## src/rtl/edge_count_scheduler.sv

```systemverilog
// edge_count_scheduler
// One shared synchronizer-tap / edge-detect / counter datapath, scheduled
// round-robin across the enabled input channels. Each channel gets a fixed
// gate window and its count is handed out through a valid/ack result port.
module edge_count_scheduler #(
  parameter int NUM_CH        = 4,
  parameter int CH_W          = 2,
  parameter int CNT_W         = 16,
  parameter int GATE_CYCLES   = 1000,
  parameter int SETTLE_CYCLES = 2
) (
  input  logic              CLK_IN,
  input  logic              RST_N_i,
  input  logic [NUM_CH-1:0] sig_i,
  input  logic [NUM_CH-1:0] ch_enable_i,
  input  logic              run_i,
  output logic              busy_o,
  output logic [CH_W-1:0]   cur_ch_o,
  output logic              result_valid_o,
  output logic [CH_W-1:0]   result_ch_o,
  output logic [CNT_W-1:0]  result_count_o,
  output logic              result_overflow_o,
  input  logic              result_ack_i
);

  localparam logic [2:0] S_IDLE    = 3'd0;
  localparam logic [2:0] S_SELECT  = 3'd1;
  localparam logic [2:0] S_SETTLE  = 3'd2;
  localparam logic [2:0] S_GATE    = 3'd3;
  localparam logic [2:0] S_PUBLISH = 3'd4;

  localparam int TMR_MAX = (GATE_CYCLES > SETTLE_CYCLES) ? GATE_CYCLES : SETTLE_CYCLES;
  localparam int TMR_W   = (TMR_MAX > 1) ? $clog2(TMR_MAX) : 1;

  localparam logic [TMR_W-1:0] SETTLE_LAST = TMR_W'(SETTLE_CYCLES - 1);
  localparam logic [TMR_W-1:0] GATE_LAST   = TMR_W'(GATE_CYCLES - 1);

  logic [NUM_CH-1:0] sync_meta;
  logic [NUM_CH-1:0] sync_q;
  logic              sel_sig;
  logic              last_sig;
  logic              edge_seen;
  logic [2:0]        state;
  logic [TMR_W-1:0]  timer;
  logic [CNT_W-1:0]  cnt;
  logic [CNT_W-1:0]  cnt_next;
  logic              ovf;
  logic              ovf_next;
  logic              started;
  logic              any_en;
  logic [CH_W-1:0]   next_ch;
  logic [CH_W-1:0]   idx;
  int                base;

  assign sel_sig   = sync_q[cur_ch_o];
  assign edge_seen = !last_sig && sel_sig;
  assign any_en    = |ch_enable_i;
  assign busy_o    = (state != S_IDLE);

  // Two-stage synchronizer on every input pin, free-running
  always_ff @(posedge CLK_IN or negedge RST_N_i) begin
    if (!RST_N_i) begin
      sync_meta <= '0;
      sync_q    <= '0;
    end else begin
      sync_meta <= sig_i;
      sync_q    <= sync_meta;
    end
  end

  // Previous value of the selected bit; refreshed every cycle so SETTLE reloads it
  always_ff @(posedge CLK_IN or negedge RST_N_i) begin
    if (!RST_N_i) begin
      last_sig <= 1'b0;
    end else begin
      last_sig <= sel_sig;
    end
  end

  // Next enabled channel after the last-measured one (from channel 0 before any pick)
  always_comb begin
    next_ch = cur_ch_o;
    idx     = '0;
    base    = started ? (int'(cur_ch_o) + 1) : 0;
    for (int i = NUM_CH - 1; i >= 0; i--) begin
      idx = CH_W'((base + i) % NUM_CH);
      if (ch_enable_i[idx]) begin
        next_ch = idx;
      end
    end
  end

  // Saturating counter step for the current cycle
  always_comb begin
    cnt_next = cnt;
    ovf_next = ovf;
    if (edge_seen) begin
      if (&cnt) begin
        ovf_next = 1'b1;
      end else begin
        cnt_next = cnt + 1'b1;
      end
    end
  end

  // Scheduler FSM, gate timer, counter and result registers
  always_ff @(posedge CLK_IN or negedge RST_N_i) begin
    if (!RST_N_i) begin
      state             <= S_IDLE;
      timer             <= '0;
      cnt               <= '0;
      ovf               <= 1'b0;
      cur_ch_o          <= '0;
      started           <= 1'b0;
      result_valid_o    <= 1'b0;
      result_ch_o       <= '0;
      result_count_o    <= '0;
      result_overflow_o <= 1'b0;
    end else begin
      case (state)
        S_IDLE: begin
          if (run_i && any_en) begin
            state <= S_SELECT;
          end
        end
        S_SELECT: begin
          if (!run_i || !any_en) begin
            state <= S_IDLE;
          end else begin
            cur_ch_o <= next_ch;
            started  <= 1'b1;
            cnt      <= '0;
            ovf      <= 1'b0;
            timer    <= '0;
            state    <= S_SETTLE;
          end
        end
        S_SETTLE: begin
          if (!run_i) begin
            state <= S_IDLE;
          end else if (timer == SETTLE_LAST) begin
            timer <= '0;
            state <= S_GATE;
          end else begin
            timer <= timer + 1'b1;
          end
        end
        S_GATE: begin
          if (!run_i) begin
            state <= S_IDLE;
          end else begin
            cnt <= cnt_next;
            ovf <= ovf_next;
            if (timer == GATE_LAST) begin
              state             <= S_PUBLISH;
              result_valid_o    <= 1'b1;
              result_ch_o       <= cur_ch_o;
              result_count_o    <= cnt_next;
              result_overflow_o <= ovf_next;
            end else begin
              timer <= timer + 1'b1;
            end
          end
        end
        S_PUBLISH: begin
          if (result_ack_i) begin
            result_valid_o <= 1'b0;
            state          <= (run_i && any_en) ? S_SELECT : S_IDLE;
          end
        end
        default: begin
          state <= S_IDLE;
        end
      endcase
    end
  end

endmodule

```

## config.mk

```make
export PLATFORM = sky130hd
export DESIGN_NAME = edge_count_scheduler
export DESIGN_NICKNAME = d
export VERILOG_FILES = /design/src/rtl/edge_count_scheduler.sv
export SDC_FILE = /design/constraint.sdc
export NUM_CORES = 1
export LEC_CHECK = 0
export CELL_PAD_IN_SITES_DETAIL_PLACEMENT = 0
export CELL_PAD_IN_SITES_GLOBAL_PLACEMENT = 1
export CORE_MARGIN = 5
export CORE_UTILIZATION = 35
export DETAILED_ROUTE_END_ITERATION = 8
export DONT_BUFFER_PORTS = 1
export PLACE_DENSITY_LB_ADDON = 0.1
export SYNTH_ARGS = -nofsm -noshare
export SYNTH_HDL_FRONTEND = slang
export SYNTH_SLANG_ARGS = --single-unit
export TNS_END_PERCENT = 100
```

## constraint.sdc

```tcl
create_clock -name CLK_IN -period 2.08 [get_ports CLK_IN]
set_input_delay 0.104 -clock CLK_IN [delete_from_list [all_inputs] [get_ports CLK_IN]]
set_output_delay 0.104 -clock CLK_IN [all_outputs]
set_load 0.01 [all_outputs]
```

==> reports/metrics.cfg <==
[run_status]
status=complete, no violations

[placed_design]
place.gp.congestion=0.7715
post-dp-hpwl_mm=5.595
io_buffers=0

[final_layout]
antenna_cells=0
drive_gt1_frac=0.1532
nets=396
area_growth_syn_to_layout_pct=18.49
postLayoutCoreUtil=0.4231

[route]
first_pass_iters=4
post_drt_wl_per_cell_um=16.19
vias=2678
routed-wl-met2_mm=3.658
m1WireLength_mm=3.883
wl_mm=8.031
wl_met3_um=416
via_per_inst=5.399
top_layer_used=met4
antenna_left=0
drc_errors=0
drtIter0Drc=135

[sta]
clock.fmax_mhz=509.1
setup_viol=0
hold_ws_ns=0.02149
finalCriticalPeriod_ns=1.964
tns_ns=0
fin_crit_sh=0.9443
hold_viol_final=0
fin_skew_ns=0.01004
grt_setup_unrepaired=no
max-slew-margin-rel=0.5592
drv_slew=0
tightest_slew_ns=0.6588

[floorplanning]
start_util=0.3571
fp.dieW_um=106.6
fp.dieArea_um2=11370
die_h_um=106.6
rows=35
coreArea_um2=9153
num_io_pins=35

[synth]
yosysMostFrequentCell=dfrtp_1
synth_flop_cell=dfrtp_1
synth_top_area_share=0.4747
synth_edf_count=0
synthCells=348
synth-async-reset-ratio=1.000
synth_cell_type_count=57
yosys-top-cells-area=dfrtp_1, nand2_1, xnor2_1
syn_nets=363
ys_ff_latch=62
yosys_warnings=0
ys_top_cells_by_count=dfrtp_1, nand2_1, nor2_1
avgSynthCellArea_um2=9.391
yosysTopAreaCell=dfrtp_1
synth.cell_area_um2=3268
ys_seq_area_frac=0.4747

[critical_path]
r2r_cells=5
cp_slowest_stage_delay_ns=0.52
cp-end-kind=flip-flop
start_kind=flip-flop
cp.required_ns=2.31
crit_type=reg -> reg
setup.worst_path.start=cur_ch_o[1]$_DFFE_PN0P_
path_buf_inv=0
rr_endpoint=cnt[13]$_DFFE_PN0P_
critical_path_cell_count=5
rrSetupSlack_ns=0.12
worst-endpoint-arrival_ns=2.19
crit_fanout=4
crit_path_cell_trace=mux2i_1 -> a2bb2oi_2 -> or4b_4 -> or3_1 -> o211a_1
crit_family=simple AND/OR/NAND/NOR gates
crit_path_end=cnt[13]$_DFFE_PN0P_
rr_startpoint=cur_ch_o[1]$_DFFE_PN0P_
cpMaxStageDelayCell=or4b_4

[clock_tree]
cts_buffers=9
clkLatencyLatePin_ns=0.33
cts_max_level=3
ctsLongestPathBuffers=2
post-cts-setup-buffers=0
clkSinkCount=62
cts_tree=built
clkTransAtPathRegs_ns=0.07
cts-root-buf=clkbuf_8

[global_route]
grt_usage=0.1533
grt_antenna_before_repair=0
grt_pass1_wl_mm=13.83
globalRouteOverflowTotal=0
grt_max_degree=63
first_global_vias=2733

[power_and_ir_drop]
power.total_uw=3228
ir_drop_v=0.0003234
p_per_area_nw_per_um2=833.6
leakage_uw=0.001654

[job]
drv_cap=0

[min_path]
hold_class=in -> reg
worst_hold_path.num_cells=2

==> final cells by class <==
| cell class | count | area, um2 |
|---|---|---|
| inverters | 8 | 30.03 |
| clock inverters | 5 | 75.07 |
| fillers | 923 | 5280 |
| repair buffers | 39 | 327.8 |
| multi-input cells | 261 | 1622 |
| clock buffers | 10 | 127.6 |
| well taps | 111 | 138.9 |
| flip-flops and latches | 62 | 1551 |
==> timing repair <==
action                     4_1_cts  5_1_grt
hold endpoints to repair        68        0
setup endpoints to repair        0        7
gates resized for setup          0        1
hold buffers                     7        0
==> placed cells by master (no fill, tap or decap), types with 4 or more instances in the layout <==
cell type      count
nor4_1            10
clkbuf_8           9
nand2_1           51
and4_1             4
o21ai_0           24
a21o_1             4
inv_1              8
nand3_1           13
nor2_1            26
nand2b_1           6
nand4_1            8
xnor2_1           15
buf_4             32
xor2_1             5
a21oi_1            9
dlygate4sd3_1      6
and2_1             4
a31oi_1           14
dfrtp_1           62
a41oi_1            4
and3_1             4
nor3_1             8
==> state kept, by name, indices dropped and copies added (netlist names) <==
register and flops:
cnt 16, cur_ch_o 2, last_sig 1, ovf 1
result_ch_o 2, result_count_o 16, result_overflow_o 1, result_valid_o 1
started 1, state 3, sync_meta 4, sync_q 4
timer 10
==> worst min-delay path by stage <==
stage | from | to
floorplan | RST_N_i | cnt[0]$_DFFE_PN0P_
global placement | RST_N_i | started$_DFFE_PN0P_
detailed placement | RST_N_i | started$_DFFE_PN0P_
CTS | ch_enable_i[1] | cur_ch_o[1]$_DFFE_PN0P_
global route | ch_enable_i[1] | cur_ch_o[1]$_DFFE_PN0P_
finish | ch_enable_i[1] | cur_ch_o[1]$_DFFE_PN0P_
==> logic make-up (layout without fill, tap and decap cells) <==
kind of cell,Yosys count,after routing,synth area share
and+or+nand+nor,155,155,0.2504
AOI/OAI and AO/OA,77,77,0.1593
DFF,62,62,0.4747
buffers and inverters,25,62,0.03101
xor gates and xnor gates,20,20,0.05360
muxes,6,6,0.01952
adders and majority gates,3,3,0.01149
==> power by group <==
group	internal [uW]	switching (uW)
combinational	311	452
clock	662	459
sequential	1270	73.6
total	2240	985
==> metal layers <==
metal | vias up | track usage
met2 | 48 | 0.2293
met3 | 5 | 0.04636
met4 | 0 | 0.05479
li1 | 1336 | -
met1 | 1289 | 0.2102
met5 | - | 0
==> per-stage QoR <==
stage                     setup slack, ns  std cells  cell area (um2)
after floorplan                    0.1204        348             3268
after global placement            0.08661        474             3576
after detailed placement          0.07175        474             3576
after CTS                         0.06232        496             3866
after global routing           0.00008393        496             3872
final                              0.1158        496             3872
(Power assumes the default switching activity.)
